File: src/rtl/rr_arbiter_hs_if.sv
// Request/grant bundle for rr_arbiter_hs. The prio field and its modport entries
// exist only when RR_ARB_PRIORITY_EN is defined.
//
// Handshake: req[i] is held high by requester i until it has been served.
// grant is the arbiter's acceptance: one-hot and registered.
// The granted transaction ends in the cycle where done=1 is sampled while grant_vld=1,
// or when the granted requester drops its req bit.
// en only gates new grant decisions; it never revokes a grant that is already held.
interface rr_arbiter_hs_if #(
  parameter int REQ_NB = 4
);
  localparam int IDW = (REQ_NB > 1) ? $clog2(REQ_NB) : 1;

  logic              en;
  logic [REQ_NB-1:0] req;
  logic              done;
  logic [REQ_NB-1:0] grant;
  logic              grant_vld;
  logic [IDW-1:0]    grant_id;
  logic [0:0]        state;

`ifdef RR_ARB_PRIORITY_EN
  logic [2*REQ_NB-1:0] prio;

  modport master (
    input  en, req, done, prio,
    output grant, grant_vld, grant_id, state
  );

  modport slave (
    output en, req, done, prio,
    input  grant, grant_vld, grant_id, state
  );
`else
  modport master (
    input  en, req, done,
    output grant, grant_vld, grant_id, state
  );

  modport slave (
    output en, req, done,
    input  grant, grant_vld, grant_id, state
  );
`endif

endinterface

File: src/rtl/rr_arbiter_hs.sv
// Round-robin arbiter with a held grant, release on done, on a dropped request or on hold timeout.
// Define RR_ARB_PRIORITY_EN to add 2-bit per-requester priority levels ahead of the round-robin scan.
module rr_arbiter_hs #(
  parameter int REQ_NB   = 4,
  parameter int MAX_HOLD = 16
) (
  input  logic          clk_i,
  input  logic          rst_i,
  rr_arbiter_hs_if.master bus
);

  localparam int IDW = (REQ_NB > 1) ? $clog2(REQ_NB) : 1;
  localparam int HW  = $clog2(MAX_HOLD + 2);

  localparam bit            HOLD_LIMITED = (MAX_HOLD != 0);
  localparam logic [HW-1:0] HOLD_LAST    = HW'((MAX_HOLD == 0) ? 0 : MAX_HOLD - 1);
  localparam logic [HW-1:0] HOLD_SAT     = {HW{1'b1}};
  localparam logic [IDW-1:0] ID_MAX      = IDW'(REQ_NB - 1);
  localparam logic [REQ_NB-1:0] ONE      = {{(REQ_NB-1){1'b0}}, 1'b1};

  localparam logic [0:0] ST_IDLE = 1'b0;
  localparam logic [0:0] ST_BUSY = 1'b1;

  logic [0:0]        state_q, state_n;
  logic [REQ_NB-1:0] grant_q, grant_n;
  logic [IDW-1:0]    id_q, id_n;
  logic [IDW-1:0]    ptr_q, ptr_n;
  logic [HW-1:0]     hold_q, hold_n;

  logic [REQ_NB-1:0] eligible;
  logic [IDW-1:0]    id_inc;
  logic [IDW-1:0]    scan_base;
  logic              release_evt;
  logic              win_found;
  logic [IDW-1:0]    win_id;

  // Requesters that may take part in this cycle's round-robin scan.
`ifdef RR_ARB_PRIORITY_EN
  logic [1:0] max_prio;

  always_comb begin
    max_prio = 2'd0;
    for (int i = 0; i < REQ_NB; i++) begin
      if (bus.req[i] && (bus.prio[2*i +: 2] > max_prio)) begin
        max_prio = bus.prio[2*i +: 2];
      end
    end
    eligible = '0;
    for (int i = 0; i < REQ_NB; i++) begin
      eligible[i] = bus.req[i] && (bus.prio[2*i +: 2] == max_prio);
    end
  end
`else
  always_comb begin
    eligible = bus.req;
  end
`endif

  assign id_inc = (id_q == ID_MAX) ? '0 : id_q + 1'b1;

  // Release: any cause ends the grant, so simultaneous causes count only once.
  assign release_evt = (state_q == ST_BUSY) &&
                       (bus.done || !bus.req[id_q] ||
                        (HOLD_LIMITED && (hold_q == HOLD_LAST)));

  // On release the scan starts from the pointer value being written in this edge.
  assign scan_base = (state_q == ST_BUSY) ? id_inc : ptr_q;

  always_comb begin
    int             idx;
    logic [IDW-1:0] idx_v;
    idx       = 0;
    idx_v     = '0;
    win_found = 1'b0;
    win_id    = '0;
    for (int k = 0; k < REQ_NB; k++) begin
      idx = int'(scan_base) + k;
      if (idx >= REQ_NB) begin
        idx = idx - REQ_NB;
      end
      idx_v = IDW'(idx);
      if (!win_found && eligible[idx_v]) begin
        win_found = 1'b1;
        win_id    = idx_v;
      end
    end
  end

  always_comb begin
    state_n = state_q;
    grant_n = grant_q;
    id_n    = id_q;
    ptr_n   = ptr_q;
    hold_n  = hold_q;
    case (state_q)
      ST_IDLE: begin
        if (bus.en && win_found) begin
          state_n = ST_BUSY;
          grant_n = ONE << win_id;
          id_n    = win_id;
          hold_n  = '0;
        end
      end
      ST_BUSY: begin
        if (release_evt) begin
          ptr_n = id_inc;
          if (bus.en && win_found) begin
            grant_n = ONE << win_id;
            id_n    = win_id;
            hold_n  = '0;
          end else begin
            state_n = ST_IDLE;
            grant_n = '0;
            id_n    = '0;
            hold_n  = '0;
          end
        end else if (hold_q != HOLD_SAT) begin
          hold_n = hold_q + 1'b1;
        end
      end
      default: begin
        state_n = ST_IDLE;
        grant_n = '0;
        id_n    = '0;
        hold_n  = '0;
      end
    endcase
  end

  always_ff @(posedge clk_i or posedge rst_i) begin
    if (rst_i) begin
      state_q <= ST_IDLE;
      grant_q <= '0;
      id_q    <= '0;
      ptr_q   <= '0;
      hold_q  <= '0;
    end else begin
      state_q <= state_n;
      grant_q <= grant_n;
      id_q    <= id_n;
      ptr_q   <= ptr_n;
      hold_q  <= hold_n;
    end
  end

  assign bus.grant     = grant_q;
  assign bus.grant_vld = |grant_q;
  assign bus.grant_id  = id_q;
  assign bus.state     = state_q;

  a_grant_onehot: assert property (@(posedge clk_i) disable iff (rst_i) $onehot0(grant_q));
  a_state_match:  assert property (@(posedge clk_i) disable iff (rst_i)
                                   ((state_q == ST_BUSY) == (|grant_q)));

endmodule

File: src/flat_wrapper.sv
// flat-port wrapper written by rule: the top's interface ports become plain ports
module rr_arbiter_hs_flat 
#(
  parameter int REQ_NB   = 4,
  parameter int MAX_HOLD = 16
)
  (clk_i, rst_i, bus_en, bus_req, bus_done, bus_grant, bus_grant_vld, bus_grant_id, bus_state);
  rr_arbiter_hs_if #(.REQ_NB(REQ_NB)) bus_i ();
  input  logic clk_i;
  input  logic rst_i;
  input wire logic [$bits(bus_i.en)-1:0] bus_en;
  input wire logic [$bits(bus_i.req)-1:0] bus_req;
  input wire logic [$bits(bus_i.done)-1:0] bus_done;
  output wire logic [$bits(bus_i.grant)-1:0] bus_grant;
  output wire logic [$bits(bus_i.grant_vld)-1:0] bus_grant_vld;
  output wire logic [$bits(bus_i.grant_id)-1:0] bus_grant_id;
  output wire logic [$bits(bus_i.state)-1:0] bus_state;
  assign bus_i.en = bus_en;
  assign bus_i.req = bus_req;
  assign bus_i.done = bus_done;
  assign bus_grant = bus_i.grant;
  assign bus_grant_vld = bus_i.grant_vld;
  assign bus_grant_id = bus_i.grant_id;
  assign bus_state = bus_i.state;
  rr_arbiter_hs #(.REQ_NB(REQ_NB), .MAX_HOLD(MAX_HOLD)) u_core (.clk_i(clk_i), .rst_i(rst_i), .bus(bus_i));
endmodule
File: config.mk
export PLATFORM = sky130hd
export DESIGN_NAME = rr_arbiter_hs_flat
export DESIGN_NICKNAME = d
export VERILOG_FILES = /design/src/rtl/rr_arbiter_hs_if.sv /design/src/rtl/rr_arbiter_hs.sv /design/src/flat_wrapper.sv
export SDC_FILE = /design/constraint.sdc
export NUM_CORES = 1
export LEC_CHECK = 0
export ABC_CLOCK_PERIOD_IN_PS = 1910
export CAP_MARGIN = 20
export CORE_MARGIN = 3
export CORE_UTILIZATION = 44
export DETAILED_ROUTE_END_ITERATION = 6
export PLACE_DENSITY = 0.73
export SLEW_MARGIN = 0
export SYNTH_ARGS = -nofsm -noshare
export SYNTH_HDL_FRONTEND = slang
export SYNTH_SLANG_ARGS = --single-unit
export TNS_END_PERCENT = 100
File: constraint.sdc
create_clock -name clk_i -period 1.91 [get_ports clk_i]
set_clock_uncertainty 0.15 [all_clocks]
set_input_delay 0.382 -clock clk_i [delete_from_list [all_inputs] [get_ports clk_i]]
set_output_delay 0.382 -clock clk_i [all_outputs]
set_load 0.03 [all_outputs]
==> flow_summary.ini <==
[status]
outcome = complete, but fails checks
violations = setup timing

[sta]
setup_viol_count_final = 11
min_period_ps = 2100
worst_slew_pin_slew_ps = 531
max_freq_mhz = 477
whs_ps = 280
slew_headroom = 0.646
grt_setup_unrepaired = true
slew_viol_final = 0
hold_violations = 0
setup_ws_ps = -187
finalCritPeriodShare = 1.10

[route]
drt_wl_total_mm = 2.24
num_vias = 787
first_pass_iters = 4
avgViaCountPerCell = 5.32
drt_drc_violations_left = 0
wl_per_cell_um = 15.1
ant_nets = 0
drt_iter0_drc = 11

[setup_path]
worstSetupEndpointType = flip-flop
r2r-start = u_core.bus.grant_id[1]
crit_path_max_fanout = 3
critical_path_arrival_ps = 2120
cp-startpoint = u_core.bus.grant_id[1]
rr_worst_depth = 6
cp_data_required_time_ps = 1940
startpoint_type = flip-flop
crit_type = reg2reg

[floorplanning]
io_pins = 16
fp-row-count = 14
dieArea_um2 = 2380
initial_core_util = 0.499
core_area_um2 = 1610
die_x_um = 48.8
die_h_um = 48.8

[placement]
hpwlAfterDp_mm = 1.57
dp_slack_ps = -418
numPortBuffers = 15
placed_area_um2 = 1180
dpl.cell_count = 143
place_congestion = 0.765

[clock_tree]
cts_hold_buf = 0
numClockSinks = 14
cts_buffers = 3
cts_max_level = 1
cts_root_buf = clkbuf_4
cts_tree = yes
cts.clk_slew.worst_paths_ps = 90
insertion_delay_ps = 290
cts_buffer_depth = 2

[finish]
finalNetCount = 137
diodes = 0
fin_cells = 148
drive_gt1_frac = 0.452
syn_to_final_growth_pct = 62.1
fin_area_um2 = 1300

[global_routing]
antenna_found_initial = 0
grt_max_degree = 15
track_usage = 0.192
grt_use_met1 = 0.238
busiest_layer = met2
use_met2 = 0.344
grt_pass1_vias = 820
overflow = 0
grt_util_met3 = 0.0399
grt_first_pass_wirelength_mm = 3.66

[synth]
synth_fp_nets = 92
synth_area_um2 = 805
synth_flop_cell = dfrtp_1
ys_types = 31
yosysWarnings = 0
syn_inst = 80
yosysSeqAreaShare = 0.435
synth_seq_cells = 14
async_flop_share = 1.00
avgSynthCellArea_um2 = 10.1
synth_edf_count = 0

[min_path]
hold_path.class = in2async

[power]
peakVddDrop_v = 0.000884
leakagePower_uw = 0.000630
p_per_area_nw_per_um2 = 1170

[flow_run]
drv_cap = 0
==> report_power, final <==
part	internal (uW)	total (uW)	switching [uW]
registers	371	434	63.1
logic	435	870	435
clock network	116	220	104
==> cell families after synthesis <==
logic type               share of synthesized area
AO/OA/AOI/OAI                                0.230
adder cells (fa/ha/maj)                     0.0622
buffers and inverters                       0.0467
flip-flops                                   0.435
multiplexers                                0.0824
AND/OR/NAND/NOR                              0.143
==> path summary, 6_finish.rpt <==
path | endpoint | slack, ps
worst max-delay path | u_core.bus.grant[2] | -190
worst min-delay path | u_core.hold_q[2] | 280
worst max register to register | u_core.bus.grant[2] | -190
worst min register to register | u_core.hold_q[2] | 370
max in group asynchronous | u_core.bus.grant_id[0] | 940
min in group clk_i | u_core.hold_q[2] | 370
==> critical path, cell delays in order, from the launching register on <==
cell and delay (ps):
dfrtp_2 440, ha_4 160, or3b_4 370, o21a_1 140, mux2_2 280, a21o_1 220, a32o_1 220
==> flip-flops by register name, summed over array words and instances (netlist names) <==
signal               count
u_core.hold_q            5
u_core.bus.grant         4
u_core.bus.grant_id      2
u_core.ptr_q             2
u_core.bus.state         1
==> per-stage QoR <==
| stage | power [uW] | utilization | TNS [ps] |
|---|---|---|---|
| after detailed placement | 1210 | 0.734 | -4780 |
| final | 1520 | 0.809 | -1010 |
| after floorplan | 854 | - | -505 |
| after global placement | 1190 | 0.734 | -4190 |
| after global routing | 1610 | 0.809 | -1930 |
| after CTS | 1440 | 0.784 | -639 |
==> routing by layer <==
metal	wire, um	share of wire	vias to the layer above
li1	-	-	384
met5	0	0	-
met4	26	0.012	0
met1	988	0.44	377
met3	89	0.040	4
met2	1130	0.51	22
==> timing repair <==
item,in CTS,in global routing
setup buffers,0,1
pin swaps,4,9
gates resized for setup,24,17
endpoints found under the setup margin,21,14
==> placed cells by master, fill, tap and decap left out, drive strengths merged, types with 4 or more instances in the layout <==
cell           count
nand2              8
clkdlybuf4s50      6
inv                7
dfrtp             14
o21ai              8
dlygate4sd2        7
buf               27
clkbuf             4
nor2               4
ha                 4
==> cells in the mapped netlist (2+ instances only) <==
| library cell | number | area, um^2 |
|---|---|---|
| dfrtp_1 | 14 | 350 |
| nand2_1 | 8 | 30.0 |
| o21ai_0 | 8 | 40.0 |
| inv_1 | 7 | 26.3 |
| ha_1 | 4 | 50.1 |
| nor2_1 | 4 | 15.0 |
| a21oi_1 | 3 | 15.0 |
| a22o_1 | 3 | 26.3 |
| mux2_2 | 3 | 33.8 |
| o31ai_1 | 3 | 22.5 |
| a32o_1 | 2 | 20.0 |
| o21a_1 | 2 | 15.0 |
==> layout make-up <==
class | count | area, um^2
clock buffers | 4 | 36.3
fillers | 98 | 308
inverters | 7 | 26.3
multi-input cells | 58 | 510
flip-flops and latches | 14 | 353
well taps | 24 | 30.0
repair buffers | 41 | 348
Power figures use the tool's default switching activity.
